==> config.mk <==
export PLATFORM = sky130hd
export DESIGN_NAME = alu_issue
export DESIGN_NICKNAME = d
export VERILOG_FILES = /design/src/rtl/alu_issue_pkg.sv /design/src/rtl/alu_issue_dec.sv /design/src/rtl/alu_issue.sv
export SDC_FILE = /design/constraint.sdc
export NUM_CORES = 1
export LEC_CHECK = 0
export BUFFER_PORTS_ARGS = -buffer_cell sky130_fd_sc_hd__buf_2
export CAP_MARGIN = 20
export CORE_ASPECT_RATIO = 0.5
export CORE_MARGIN = 2
export CORE_UTILIZATION = 47
export DETAILED_ROUTE_END_ITERATION = 8
export MAX_ROUTING_LAYER = met4
export PLACE_DENSITY = 0.8
export SLEW_MARGIN = 20
export SYNTH_ARGS = -nofsm -noshare
export SYNTH_HDL_FRONTEND = slang
export SYNTH_SLANG_ARGS = --single-unit
==> constraint.sdc <==
create_clock -name clk -period 2.6 [get_ports clk]
set_input_delay 0.52 -clock clk [delete_from_list [all_inputs] [get_ports clk]]
set_output_delay 0.52 -clock clk [all_outputs]
set_load 0.01 [all_outputs]
==> src/rtl/alu_issue_pkg.sv <==
// alu_issue shared types: operation codes, ALU op encodings, widths.
// Optional feature macro: ALU_OFL_TRAP_EN (see alu_issue.sv).
package alu_issue_pkg;

  localparam int DW = 16;
  localparam int TW = 3;

  typedef enum logic [3:0] {
    OP_ADD  = 4'd0,
    OP_SUB  = 4'd1,
    OP_XOR  = 4'd2,
    OP_ANDN = 4'd3,
    OP_ROL  = 4'd4,
    OP_SLL  = 4'd5,
    OP_ROR  = 4'd6,
    OP_SRL  = 4'd7,
    OP_SEQ  = 4'd8,
    OP_SLT  = 4'd9,
    OP_SLE  = 4'd10,
    OP_SCO  = 4'd11,
    OP_MOV  = 4'd12
  } in_op_e;

  localparam logic [2:0] AOP_ROL = 3'b000;
  localparam logic [2:0] AOP_SLL = 3'b001;
  localparam logic [2:0] AOP_ROR = 3'b010;
  localparam logic [2:0] AOP_SRL = 3'b011;
  localparam logic [2:0] AOP_ADD = 3'b100;
  localparam logic [2:0] AOP_XOR = 3'b110;
  localparam logic [2:0] AOP_AND = 3'b111;

  typedef struct packed {
    logic [2:0] op;
    logic       cin;
    logic       inva;
    logic       invb;
    logic       sign;
    logic       zero_b;
  } dec_t;

endpackage

==> src/rtl/alu_issue_dec.sv <==
// alu_issue_dec: maps in_op to ALU op and operand controls.
// Combinational; codes 12-15 all decode as MOV.
module alu_issue_dec
  import alu_issue_pkg::*;
(
  input  logic [3:0] i_op,
  output dec_t       o_dec
);

  always_comb begin
    o_dec = '0;
    case (i_op)
      OP_ADD: begin
        o_dec.op   = AOP_ADD;
        o_dec.sign = 1'b1;
      end
      OP_SUB: begin
        o_dec.op   = AOP_ADD;
        o_dec.inva = 1'b1;
        o_dec.cin  = 1'b1;
        o_dec.sign = 1'b1;
      end
      OP_XOR:  o_dec.op = AOP_XOR;
      OP_ANDN: begin
        o_dec.op   = AOP_AND;
        o_dec.invb = 1'b1;
      end
      OP_ROL: o_dec.op = AOP_ROL;
      OP_SLL: o_dec.op = AOP_SLL;
      OP_ROR: o_dec.op = AOP_ROR;
      OP_SRL: o_dec.op = AOP_SRL;
      // set-conditions all compute Rs - Rt
      OP_SEQ, OP_SLT, OP_SLE: begin
        o_dec.op   = AOP_ADD;
        o_dec.invb = 1'b1;
        o_dec.cin  = 1'b1;
        o_dec.sign = 1'b1;
      end
      OP_SCO: o_dec.op = AOP_ADD;
      default: begin
        o_dec.op     = AOP_XOR;
        o_dec.zero_b = 1'b1;
      end
    endcase
  end

endmodule

==> src/rtl/alu_issue.sv <==
// alu_issue: two-stage issue/writeback wrapper around the 16-bit ALU.
// Define ALU_OFL_TRAP_EN to add the ovf_exc output for ADD/SUB overflow.
module alu_issue
  import alu_issue_pkg::*;
(
  input  logic          clk,
  input  logic          rst,
  input  logic          in_valid,
  output logic          in_ready,
  input  logic [3:0]    in_op,
  input  logic [DW-1:0] in_a,
  input  logic [DW-1:0] in_b,
  input  logic [TW-1:0] in_rd,
  input  logic          flush,
  output logic [DW-1:0] alu_a,
  output logic [DW-1:0] alu_b,
  output logic [2:0]    alu_op,
  output logic          alu_cin,
  output logic          alu_inva,
  output logic          alu_invb,
  output logic          alu_sign,
  input  logic [DW-1:0] alu_out,
  input  logic          alu_ofl,
  input  logic          alu_ltz,
  output logic          out_valid,
  input  logic          out_ready,
  output logic [DW-1:0] out_data,
  output logic [TW-1:0] out_rd
`ifdef ALU_OFL_TRAP_EN
  ,
  output logic          ovf_exc
`endif
);

  dec_t          w_dec;
  dec_t          r_dec;
  logic          r_s1_valid;
  logic          r_s2_valid;
  logic [3:0]    r_s1_op;
  logic [TW-1:0] r_s1_rd;
  logic [TW-1:0] r_s2_rd;
  logic [DW-1:0] r_alu_a;
  logic [DW-1:0] r_alu_b;
  logic [DW-1:0] r_s2_data;
  logic [DW-1:0] w_res;
  logic          w_adv2;
  logic          w_acc;
  logic          w_lt;
  logic          w_zero;
  logic          w_unused;

  assign w_unused = alu_ltz;

  alu_issue_dec u_dec (
    .i_op  (in_op),
    .o_dec (w_dec)
  );

  assign w_adv2   = ~r_s2_valid | out_ready;
  assign in_ready = (~r_s1_valid | w_adv2) & ~flush;
  assign w_acc    = in_valid & in_ready;

  assign w_zero = (alu_out == '0);
  assign w_lt   = alu_out[DW-1] ^ alu_ofl;

  always_comb begin
    w_res = alu_out;
    case (r_s1_op)
      OP_SEQ:  w_res = {{(DW-1){1'b0}}, w_zero};
      OP_SLT:  w_res = {{(DW-1){1'b0}}, w_lt};
      OP_SLE:  w_res = {{(DW-1){1'b0}}, w_lt | w_zero};
      OP_SCO:  w_res = {{(DW-1){1'b0}}, alu_ofl};
      default: w_res = alu_out;
    endcase
  end

  always_ff @(posedge clk or posedge rst) begin
    if (rst) begin
      r_s1_valid <= 1'b0;
      r_s2_valid <= 1'b0;
      r_s1_op    <= '0;
      r_s1_rd    <= '0;
      r_s2_rd    <= '0;
      r_s2_data  <= '0;
      r_alu_a    <= '0;
      r_alu_b    <= '0;
      r_dec      <= '0;
    end else if (flush) begin
      // data registers keep their values; only occupancy is killed
      r_s1_valid <= 1'b0;
      r_s2_valid <= 1'b0;
    end else begin
      if (w_adv2) begin
        r_s2_valid <= r_s1_valid;
        if (r_s1_valid) begin
          r_s2_data <= w_res;
          r_s2_rd   <= r_s1_rd;
        end
      end
      if (in_ready) r_s1_valid <= in_valid;
      if (w_acc) begin
        r_alu_a <= in_a;
        r_alu_b <= w_dec.zero_b ? '0 : in_b;
        r_dec   <= w_dec;
        r_s1_op <= in_op;
        r_s1_rd <= in_rd;
      end
    end
  end

`ifdef ALU_OFL_TRAP_EN
  logic r_s2_ovf;
  logic w_trap;

  assign w_trap = alu_ofl &
    ((r_s1_op == OP_ADD) | (r_s1_op == OP_SUB));

  always_ff @(posedge clk or posedge rst) begin
    if (rst) begin
      r_s2_ovf <= 1'b0;
    end else if (!flush && w_adv2 && r_s1_valid) begin
      r_s2_ovf <= w_trap;
    end
  end

  assign ovf_exc = r_s2_ovf & r_s2_valid;
`endif

  assign alu_a     = r_alu_a;
  assign alu_b     = r_alu_b;
  assign alu_op    = r_dec.op;
  assign alu_cin   = r_dec.cin;
  assign alu_inva  = r_dec.inva;
  assign alu_invb  = r_dec.invb;
  assign alu_sign  = r_dec.sign;
  assign out_valid = r_s2_valid;
  assign out_data  = r_s2_data;
  assign out_rd    = r_s2_rd;

endmodule
== After elaboration in Yosys (flattened, before gate mapping) ==
Cells that the tools add are included.
Storage, ports and cells
  register bits after elaboration: 67
  bits of input ports: 62
  output and inout bits: 60
  word-level logic and storage cells: 59
Operators by class
  equality and inequality tests: 15
  mux-type cells: 11
  bitwise logic cells: 9
  reduce and logical (&&, ||, !) cells: 11
Operators by type and width (number)
  $pmux W16 S4: 1
  $eq A4 B4 Y1 const B: 8
  $pmux W3 S6: 1
  $eq A4 B3 Y1 const B: 4
  $logic_not A16 Y1: 1
  $mux W16: 1
  $reduce_or A12 Y1: 1
  $eq A4 B2 Y1 const B: 2
  $mux W1: 8
  $reduce_or A4 Y1: 2
  $reduce_or A6 Y1: 1
  $reduce_or A5 Y1: 1
  $eq A4 B1 Y1 const B: 1
  $logic_not A4 Y1: 1
  $reduce_bool A2 Y1: 2
  $not A1 Y1: 3
  $or A1 B1 Y1: 3
  $reduce_and A3 Y1: 1
  $and A1 B1 Y1: 2
  $reduce_and A2 Y1: 1
  $xor A1 B1 Y1: 1

== Logic depth before layout (Yosys ltp) ==
Gate-level depths: netlist of run 1.
  word-level depth: 6
  depth in mapped cells: 6
  mapped depth without buffers: 4

== By module ==
From an unflattened synthesis of run 1, not the netlist that was laid out.
Unflattened totals
  cell total of the unflattened synthesis: 247
  area, all modules: 2954.1 um^2
By module, submodules not included
  alu_issue: times used 1, cells an instance 233, area an instance 2861.5 um^2
  alu_issue_dec: times used 1, cells an instance 14, area an instance 92.6 um^2

== Least setup slack after synthesis of run 1 ==
OpenSTA, ideal clock, no wires.
  path kind: input to register
  start: in out_ready
  end: reg r_alu_a[0], in the netlist alu_a[0]
  setup time: 0.125 ns
  arrival time: 1.393 ns
  required time: 2.475 ns
  setup slack: 1.082 ns
  stages: 4
  path buffers: 1
  cell sequence: nand3b_1 nand3b_1 buf_2 mux2_2
Between the ends
  word-level cells in the longest chain between the ends: 5
RTL lines
  start, declared: RTL line alu_issue.sv:26  | input logic out_ready,
  $or A1 B1 Y1: RTL line alu_issue.sv:59  | assign w_adv2 = ~r_s2_valid | out_ready;
  $or A1 B1 Y1: RTL line alu_issue.sv:60  | assign in_ready = (~r_s1_valid | w_adv2) & ~flush;
  $and A1 B1 Y1: RTL line alu_issue.sv:60
  $and A1 B1 Y1: RTL line alu_issue.sv:61  | assign w_acc = in_valid & in_ready;
  $reduce_and A2 Y1 (no source line)
  end signal, assigned: RTL line alu_issue.sv:102  | r_alu_a <= in_a;
  end, declared: RTL line alu_issue.sv:42  | logic [DW-1:0] r_alu_a;
No other way between the ends.
A chain may end at the register's enable or synchronous reset.

== Worst setup path in the final report of run 1 ==
  start: reg r_s1_op[2]
  end: reg r_s2_data[0], in the netlist out_data[0]
Between the ends
  word-level cells in the longest chain between the ends: 2
RTL lines
  start, declared: RTL line alu_issue.sv:39  | logic [3:0] r_s1_op;
  start signal, assigned: RTL line alu_issue.sv:105  | r_s1_op <= in_op;
  $eq A4 B4 Y1: RTL line alu_issue.sv:68  | case (r_s1_op)
  $pmux W16 S4 *: RTL line alu_issue.sv:68
  end signal, assigned: RTL line alu_issue.sv:96  | r_s2_data <= w_res;
  end, declared: RTL line alu_issue.sv:44  | logic [DW-1:0] r_s2_data;
Every way passes the cells marked *; elsewhere a longest branch is shown, timed or not.

==> results.py, run 1 <==
metrics = {
    "grt": {
        "number_of_global_route_vias_before_repair": 2158,
        "grt_remaining_overflow": 0,
        "grtUsageTotal_pct": 20.66,
        "antenna_found_initial": 0,
        "grt_start_max_net_pins": 47,
        "grt_pass1_wl_um": 10150,
    },
    "layout": {
        "num-nets-final": 433,
        "final_design_area_no_fill_mm2": 0.003706,
        "fillerInstances": 445,
        "drive_gt1_share_pct": 44.53,
        "syn2layout_area_growth_pct": 34.39,
        "antennaDiodeCount": 0,
        "final_core_utilization_pct": 66.62,
        "instances_no_fill": 448,
    },
    "clock_network": {
        "cts_hold_buf": 0,
        "clk_pin_slew_ps": 50,
        "cts_setup_buffers": 0,
        "clock_path_buffers": 2,
        "postCtsResizedCells": 0,
        "cts.htree.levels": 3,
        "cts.sink_count": 67,
        "cts-buffers-inserted": 9,
        "cts_tree": "built",
        "clk_root_buffer_cell": "sky130_fd_sc_hd__clkbuf_16",
        "clkLatencyLatePin_ps": 320,
    },
    "timing": {
        "slew_headroom_pct": 57.88,
        "hold_slack_ps": 243.8,
        "setup_total_negative_slack_ps": 0,
        "post-route-period-util_pct": 64.93,
        "timing.final.setup_violations": 0,
        "max_slew.worst_pin.slew_ps": 631.8,
        "max_clock_freq_ghz": 0.5924,
        "period_minus_ws_final_ps": 1688,
        "hold_violations": 0,
        "rsz0062_at_grt": "no",
        "slew_viol_final": 0,
        "skew_ps": 5.568,
    },
    "synth": {
        "number_of_warnings_issued_by_yosys": 0,
        "netlist-cell-type-count": 29,
        "ys_top_cells_by_area": "sky130_fd_sc_hd__dfrtp_1, sky130_fd_sc_hd__mux2_2, sky130_fd_sc_hd__nand2_1",
        "number_of_enable_flip_flop_cells_after_synthesis": 0,
        "synth.largest_area_cell": "sky130_fd_sc_hd__dfrtp_1",
        "postSynthAreaPerCell_um2": 10.99,
        "netlist_area_mm2": 0.002758,
        "ys_dominant_reg_cell": "sky130_fd_sc_hd__dfrtp_1",
        "total_of_flip_flops_plus_latches_after_synthesis": 67,
        "synth_async_sr_flop_share_pct": 100.0,
        "synthesis.instances": 251,
        "yosysSeqAreaShare_pct": 60.80,
        "yosys.area.top_type_share_pct": 60.80,
        "synthesis.nets": 313,
    },
    "floorplan": {
        "fp.coreArea_mm2": 0.005563,
        "chipWidth_um": 112.3,
        "die-area_mm2": 0.006533,
        "io-pin-count": 122,
        "placement_rows": 19,
        "starting_density_of_the_core_pct": 49.57,
        "die_h_um": 58.17,
    },
    "placement": {
        "placed_cells": 433,
        "post-dp-hpwl_um": 4561,
        "place_congestion": 0.7532,
        "placed_area_mm2": 0.003411,
        "portBuffers": 120,
    },
    "power_and_ir_drop": {
        "share_seq_of_total_power_pct": 43.2,
        "clockPowerShare_pct": 39.0,
        "maximum_vdd_drop_mv": 0.4521,
        "cellInternalPower_w": 0.002243,
        "netSwitchingFraction_pct": 25.42,
        "power.combinational.fraction_pct": 17.8,
        "power_per_cell_area_mw_per_mm2": 811.6,
        "p_leak_nw": 1.926,
        "p_switching_w": 0.0007646,
    },
    "run_status": {
        "status": "finished, final reports clean",
    },
    "worst_setup_path": {
        "setup.worst_path.end_class": "flip-flop",
        "critical_path_source_type": "flip-flop",
        "worst_setup_path_startpoint": "r_s1_op[2]",
        "crit_path_max_fanout": 17,
        "r2r_cells": 4,
        "worst_r2r_endpoint": "out_data[0]",
        "critical_path.endpoint": "out_data[0]",
        "worst_ep_arrival_time_ps": 1890,
        "r2r_setup_slack_ps": 910,
        "required_ps": 2800,
        "reg2reg_from": "r_s1_op[2]",
        "criticalPathCategory": "flip-flop to flip-flop",
    },
    "job": {
        "timing.max_cap.violations": 0,
    },
    "worst_hold_path": {
        "min_path_type": "input port to asynchronous set/reset pin",
    },
    "drt": {
        "detailedRoute.firstIterationViolations": 101,
        "antenna_violating_nets_post_route": 0,
        "dr.pass1.iters": 7,
        "finalWirelength_um": 6223,
        "route.detailed.wl_per_inst_um": 13.89,
        "num_vias": 2186,
        "via_count_normalized_by_instance_count": 4.879,
        "drcViolationCount": 0,
    },
}
==> registers in the layout (all words and copies together), names as in the netlist <==
signal	flops
out_rd	3
alu_b	16
alu_sign	1
alu_a	16
alu_cin	1
r_s1_valid	1
alu_op	3
out_valid	1
alu_inva	1
alu_invb	1
r_s1_rd	3
r_s1_op	4
out_data	16
==> how the worst min path moves through the flow <==
stage / endpoint / cells after the start / slack (ps)
floorplan: r_s1_op[2] / 1 / 470
global placement: out_data[5] / 2 / 460
detailed placement: out_data[14] / 2 / 460
CTS: alu_a[1] / 2 / 250
global route: alu_a[1] / 2 / 290
finish: alu_a[1] / 2 / 240
==> routing by layer <==
metal | GRT usage, % | wire, um | vias to the layer above
met5 | - | 0 | -
met4 | 5.226 | 19 | 0
met3 | 5.858 | 317 | 2
met2 | 37.52 | 3349 | 61
met1 | 23.01 | 2536 | 1035
li1 | - | - | 1088
==> cells in the final DEF, fill, tap and decap left out, types with 2 or more instances in the layout <==
master	n
sky130_fd_sc_hd__clkbuf_8	2
sky130_fd_sc_hd__dfrtp_1	67
sky130_fd_sc_hd__o31ai_1	3
sky130_fd_sc_hd__buf_4	5
sky130_fd_sc_hd__o21ai_0	34
sky130_fd_sc_hd__nor4_1	4
sky130_fd_sc_hd__a21oi_1	2
sky130_fd_sc_hd__mux2_2	26
sky130_fd_sc_hd__buf_2	120
sky130_fd_sc_hd__clkbuf_16	9
sky130_fd_sc_hd__nand3b_1	4
sky130_fd_sc_hd__nor2b_1	2
sky130_fd_sc_hd__nand2_1	70
sky130_fd_sc_hd__clkbuf_1	2
sky130_fd_sc_hd__nor2_1	4
sky130_fd_sc_hd__nand2b_1	4
==> area by class of cell <==
type / instances / area (um2) / share of cell area, %
Sequential cell: 67 / 1677 / 45.24
Multi-Input combinational cell: 166 / 997.2 / 26.91
Timing Repair Buffer: 125 / 638.1 / 17.22
Clock buffer: 13 / 260.3 / 7.022
Tap cell: 73 / 91.34 / 2.465
Clock inverter: 2 / 35.03 / 0.9453
Inverter: 2 / 7.507 / 0.2026
==> power by group through the flow <==
stage | logic [W] | clock network [W] | registers (W)
after floorplan | 0.000217 | 0 | 0.00138
after global placement | 0.000522 | 0 | 0.00130
after detailed placement | 0.000543 | 0 | 0.00131
after CTS | 0.000545 | 0.00120 | 0.00130
after global routing | 0.000588 | 0.00126 | 0.00132
final | 0.000535 | 0.00117 | 0.00130
==> Yosys cell counts (2+ instances only) <==
library cell and n:
sky130_fd_sc_hd__a21oi_1 2, sky130_fd_sc_hd__buf_2 6, sky130_fd_sc_hd__clkbuf_1 8, sky130_fd_sc_hd__dfrtp_1 67
sky130_fd_sc_hd__inv_1 2, sky130_fd_sc_hd__mux2_2 26, sky130_fd_sc_hd__nand2_1 70, sky130_fd_sc_hd__nand2b_1 4
sky130_fd_sc_hd__nand3b_1 4, sky130_fd_sc_hd__nor2_1 4, sky130_fd_sc_hd__nor2b_1 2, sky130_fd_sc_hd__nor4_1 4
sky130_fd_sc_hd__o21ai_0 34, sky130_fd_sc_hd__o31ai_1 3
==> kinds of logic (layout without fill, tap and decap cells) <==
family | after synthesis | in the layout | share of synthesized area (%)
mux | 27 | 27 | 10.98
simple gates | 93 | 93 | 15.02
buf+inv | 18 | 142 | 3.040
flops | 67 | 67 | 60.80
compound gates | 45 | 45 | 9.846
xor+xnor | 1 | 1 | 0.3177
==> critical path, stage by stage, from the launching register on <==
cell	delay, ps
sky130_fd_sc_hd__dfrtp_1	350
sky130_fd_sc_hd__nand2b_1	520
sky130_fd_sc_hd__nor2b_1	370
sky130_fd_sc_hd__a311oi_1	100
sky130_fd_sc_hd__a211o_1	240
==> stage by stage <==
step                      setup slack (ps)  power [W]
after floorplan                      396.8   0.001595
after global placement               799.5   0.001822
after detailed placement             773.6   0.001855
after CTS                            892.2   0.003046
after global routing                 806.4   0.003170
final                                911.9   0.003008
Power figures use the tool's default switching activity.
==> inputs of run 2 (changes only) <==
Clock period 2.6 ns to 1.6 ns, I/O delays scaled along.
==> run 2 against run 1 <==
Worst hold slack worse by 21 ps. Combinational power is 70% higher. Non-clock buffer count is 6 higher. Largest power group unchanged.
==> results.py, run 2 (synthesized netlist as in run 1, its figures left out) <==
metrics = {
    "worst_setup_path": {
        "criticalPathCategory": "flip-flop to flip-flop",
        "critical_path_source_type": "flip-flop",
        "critPathSlowestCell": "sky130_fd_sc_hd__or3b_4",
        "crit_path_max_fanout": 18,
        "worst_ep_arrival_time_ps": 1760,
        "worstPathCellList": "nor2b_4, or3b_4, buf_4, clkbuf_16, nand2_1, o21ai_0",
        "setup.worst_path.end_class": "flip-flop",
        "required_ps": 1790,
        "slowest_stage_delay_cp_ps": 410,
    },
    "layout": {
        "final_design_area_no_fill_mm2": 0.003815,
        "drive_gt1_share_pct": 45.29,
        "antennaDiodeCount": 0,
        "layout.cells.most_common_list": "sky130_fd_sc_hd__buf_2, sky130_fd_sc_hd__nand2_1, sky130_fd_sc_hd__dfrtp_1",
        "instances_no_fill": 455,
        "final_common_cell": "sky130_fd_sc_hd__buf_2",
        "num-nets-final": 439,
        "syn2layout_area_growth_pct": 38.34,
    },
    "floorplan": {
        "chipWidth_um": 112.3,
        "die-area_mm2": 0.006533,
        "placement_rows": 19,
        "fp.coreArea_mm2": 0.005563,
        "starting_density_of_the_core_pct": 49.57,
        "io-pin-count": 122,
        "die_h_um": 58.17,
    },
    "placement": {
        "placed_cells": 435,
        "placed_area_mm2": 0.003467,
        "post-dp-hpwl_um": 4649,
        "portBuffers": 120,
        "place_congestion": 0.7660,
    },
    "clock_network": {
        "cts.htree.levels": 3,
        "cts-buffers-inserted": 9,
        "clkLatencyLatePin_ps": 320,
        "cts_tree": "built",
        "cts.sink_count": 67,
        "clock_path_buffers": 2,
        "clk_pin_slew_ps": 50,
        "clk_root_buffer_cell": "sky130_fd_sc_hd__clkbuf_16",
    },
    "grt": {
        "grt_pass1_wl_um": 10070,
        "grt_remaining_overflow": 0,
        "antenna_found_initial": 0,
        "grt_start_max_net_pins": 47,
        "grtUsageTotal_pct": 20.96,
        "number_of_global_route_vias_before_repair": 2218,
    },
    "drt": {
        "route.detailed.wl_per_inst_um": 14.00,
        "detailedRoute.firstIterationViolations": 120,
        "finalWirelength_um": 6372,
        "dr.pass1.iters": 4,
        "drcViolationCount": 0,
        "antenna_violating_nets_post_route": 0,
        "via_count_normalized_by_instance_count": 4.954,
        "num_vias": 2254,
    },
    "timing": {
        "hold_violations": 0,
        "slew_headroom_pct": 66.80,
        "skew_ps": 4.638,
        "period_minus_ws_final_ps": 1561,
        "slew_viol_final": 0,
        "max_slew.worst_pin.slew_ps": 496.8,
        "post-route-period-util_pct": 97.57,
        "timing.final.setup_violations": 0,
        "max_clock_freq_ghz": 0.6405,
    },
    "worst_hold_path": {
        "min_path_type": "input port to flip-flop",
    },
    "job": {
        "timing.max_cap.violations": 0,
    },
    "run_status": {
        "status": "finished, final reports clean",
    },
    "power_and_ir_drop": {
        "power.total_w": 0.004895,
        "maximum_vdd_drop_mv": 1.084,
        "p_leak_nw": 1.971,
        "power_per_cell_area_mw_per_mm2": 1283,
    },
}
[run 2: worst paths after layout]
path / slack (ps) / start / to / cells past startpoint
setup / recovery: 40 / out_valid / out_data[8] / 6
hold / removal: 220 / flush / out_valid / 2
setup reg to reg: 40 / out_valid / out_data[8] / 6
hold reg to reg: 470 / out_data[14] / out_data[14] / 2
max in group asynchronous: 460 / rst / alu_a[7] / 4
min in group asynchronous: 550 / rst / out_data[10] / 3
[run 2: through the flow]
step	TNS (ps)	util, %	hold WS, ps	setup WS [ps]
after floorplan	0	-	383.1	124.1
final	0	68.58	223.1	38.81
after CTS	0	67.70	205.1	0.9974
after detailed placement	0	62.33	334.8	5.279
after global routing	-27.48	68.58	215.4	-15.99
after global placement	0	62.33	327.1	75.78
[run 2: where the power goes]
group          switching (W)  internal [W]
registers           0.000140       0.00197
logic               0.000478      0.000429
clock network       0.000637       0.00125
[run 2: final cells by class]
class	count	area [um2]
inverter	2	11.26
clock inverter	2	35.03
multi-input combinational	166	1006
sequential	67	1677
clock buffer	14	254.0
fill	437	1748
tap	73	91.34
timing repair buffer	131	740.7
[run 2: repair_timing]
| action | CTS | global route |
|---|---|---|
| hold endpoints to repair | 15 | 0 |
| setup endpoints to repair | 0 | 1 |
| hold buffers | 1 | 0 |
| resized for setup | 0 | 2 |
| setup buffers | 0 | 2 |
[run 2: layer usage]
layer	track usage, %	wire length, um
met1	22.47	2534
met2	37.35	3498
met3	7.531	301
met4	6.272	38
met5	-	0
[run 2: worst max-delay path: cells and delay by family, from the launching register on]
kind                   cells  cell delay, ps
and+or+nand+nor            3             630
DFF                        1             400
buffers and inverters      2             320
AOI/OAI and AO/OA          1              90
==> inputs of run 3 (changes only) <==
Settings changed: REMOVE_ABC_BUFFERS set to 1.
==> run 3 against run 2 <==
Final area down 0.98%. Via count about the same. Worst setup slack better by 16 ps. Clock skew down 0.64 ps. Global-route usage down 0.38 points. Critical path depth down 1. Critical path type unchanged.
==> results.py, run 3 (synthesized netlist as in run 1, its figures left out) <==
metrics = {
    "run_status": {
        "status": "finished, final reports clean",
    },
    "worst_setup_path": {
        "required_ps": 1850,
        "reg2reg_from": "out_valid",
        "slowest_stage_delay_cp_ps": 410,
        "worst_ep_arrival_time_ps": 1800,
        "setup.worst_path.end_class": "flip-flop",
        "critical_path_source_type": "flip-flop",
        "criticalPathCategory": "flip-flop to flip-flop",
        "critPathSlowestCell": "sky130_fd_sc_hd__or3b_4",
        "r2r_cells": 5,
        "r2r_setup_slack_ps": 50,
        "cpLargestDelayFamily": "simple AND/OR/NAND/NOR gates",
        "critical_path.n_buffers_inverters": 1,
        "worstPathCellList": "nor2b_4, or3b_4, buf_12, a2111oi_4, a211o_1",
        "worst_r2r_endpoint": "out_data[0]",
        "crit_path_max_fanout": 16,
    },
    "clock_network": {
        "clock_path_buffers": 2,
        "cts-buffers-inserted": 9,
        "clk_pin_slew_ps": 50,
        "cts.sink_count": 67,
        "cts.htree.levels": 3,
        "clk_root_buffer_cell": "sky130_fd_sc_hd__clkbuf_16",
        "clkLatencyLatePin_ps": 320,
        "cts_hold_buf": 0,
        "cts_tree": "built",
    },
    "timing": {
        "rsz0062_at_grt": "no",
        "hold_violations": 0,
        "slew_headroom_pct": 62.55,
        "max_clock_freq_ghz": 0.6471,
        "timing.final.setup_violations": 0,
        "post-route-period-util_pct": 96.58,
        "max_slew.worst_pin.slew_ps": 560.4,
        "period_minus_ws_final_ps": 1545,
        "slew_viol_final": 0,
        "skew_ps": 3.998,
        "hold_slack_ps": 81.24,
    },
    "power_and_ir_drop": {
        "cellInternalPower_w": 0.003436,
        "maximum_vdd_drop_mv": 0.8114,
        "netSwitchingFraction_pct": 26.86,
        "p_leak_nw": 1.967,
        "power.total_w": 0.004698,
        "power.combinational.fraction_pct": 19.4,
        "power_per_cell_area_mw_per_mm2": 1244,
        "clockPowerShare_pct": 35.7,
        "p_switching_w": 0.001262,
        "share_seq_of_total_power_pct": 44.9,
    },
    "layout": {
        "final_common_cell": "sky130_fd_sc_hd__buf_2",
        "num-nets-final": 441,
        "instances_no_fill": 457,
        "fillerInstances": 437,
        "antennaDiodeCount": 0,
        "syn2layout_area_growth_pct": 36.98,
        "final_core_utilization_pct": 67.90,
        "layout.cells.most_common_list": "sky130_fd_sc_hd__buf_2, sky130_fd_sc_hd__nand2_1, sky130_fd_sc_hd__dfrtp_1",
        "drive_gt1_share_pct": 45.83,
    },
    "grt": {
        "grt_remaining_overflow": 0,
        "grt_pass1_wl_um": 10270,
        "antenna_found_initial": 0,
        "number_of_global_route_vias_before_repair": 2212,
        "grt_start_max_net_pins": 52,
        "grtUsageTotal_pct": 20.58,
    },
    "job": {
        "timing.max_cap.violations": 0,
    },
    "placement": {
        "post-dp-hpwl_um": 4581,
        "placed_cells": 436,
        "portBuffers": 120,
        "place_congestion": 0.7963,
    },
    "floorplan": {
        "chipWidth_um": 112.3,
        "io-pin-count": 122,
        "die_h_um": 58.17,
        "placement_rows": 19,
        "die-area_mm2": 0.006533,
        "starting_density_of_the_core_pct": 49.57,
        "fp.coreArea_mm2": 0.005563,
    },
    "drt": {
        "detailedRoute.firstIterationViolations": 92,
        "dr.pass1.iters": 4,
        "finalWirelength_um": 6380,
        "antenna_violating_nets_post_route": 0,
        "drcViolationCount": 0,
        "num_vias": 2253,
        "via_count_normalized_by_instance_count": 4.930,
        "route.detailed.wl_per_inst_um": 13.96,
    },
    "worst_hold_path": {
        "min_path_type": "input port to asynchronous set/reset pin",
    },
}
run 3: worst reg2reg max path: stages (launching register included):
cell,delay [ps]
sky130_fd_sc_hd__dfrtp_1,390
sky130_fd_sc_hd__nor2b_4,140
sky130_fd_sc_hd__or3b_4,410
sky130_fd_sc_hd__buf_12,170
sky130_fd_sc_hd__a2111oi_4,250
sky130_fd_sc_hd__a211o_1,130
run 3: final cells by class:
class / count / area (um2) / share of cell area (%)
Clock inverter: 3 / 15.01 / 0.3975
Clock buffer: 13 / 240.2 / 6.360
Inverter: 2 / 7.507 / 0.1987
Tap cell: 73 / 91.34 / 2.418
Timing Repair Buffer: 133 / 740.7 / 19.61
Multi-Input combinational cell: 166 / 1006 / 26.63
Sequential cell: 67 / 1677 / 44.39
run 3: worst max-delay path by stage:
stage	start	end	slack (ps)	cells after the start
after global routing	out_valid	out_data[0]	7	5
after global placement	out_valid	out_data[0]	70	5
after detailed placement	out_valid	out_data[0]	40	5
after CTS	out_valid	out_data[0]	20	5
final	out_valid	out_data[0]	50	5
after floorplan	out_valid	alu_inva	-960	3
run 3: metrics by stage:
stage	instance area (um2)	TNS [ps]	worst slack [ps]
3_5_place_dp	3458	0	37.18
2_1_floorplan	2681	-66990	-963.1
6_report	3777	0	54.70
5_1_grt	3777	0	6.660
3_3_place_gp	3458	0	69.88
4_1_cts	3714	0	22.21
run 3: layer usage:
metal  up-vias  share of wire [%]  global-route usage [%]
li1       1110                  -                       -
met1      1078                 42                   24.06
met2        59                 53                   36.23
met3         6                4.1                   5.544
met4         0               0.50                   5.052
met5         -                  0                       -
run 3: timing repair:
item	CTS	global route
setup buffers	0	4
setup endpoints to repair	0	1
hold endpoints to repair	0	0
gates resized for setup	0	2
run 3: power by group through the flow:
stage | logic (W) | registers (W) | clock network (W)
5_1_grt | 0.00100 | 0.00213 | 0.00181
6_report | 0.000913 | 0.00211 | 0.00168
4_1_cts | 0.000911 | 0.00211 | 0.00172
3_5_place_dp | 0.000908 | 0.00213 | 0
3_3_place_gp | 0.000872 | 0.00211 | 0
2_1_floorplan | 0.000336 | 0.00224 | 0
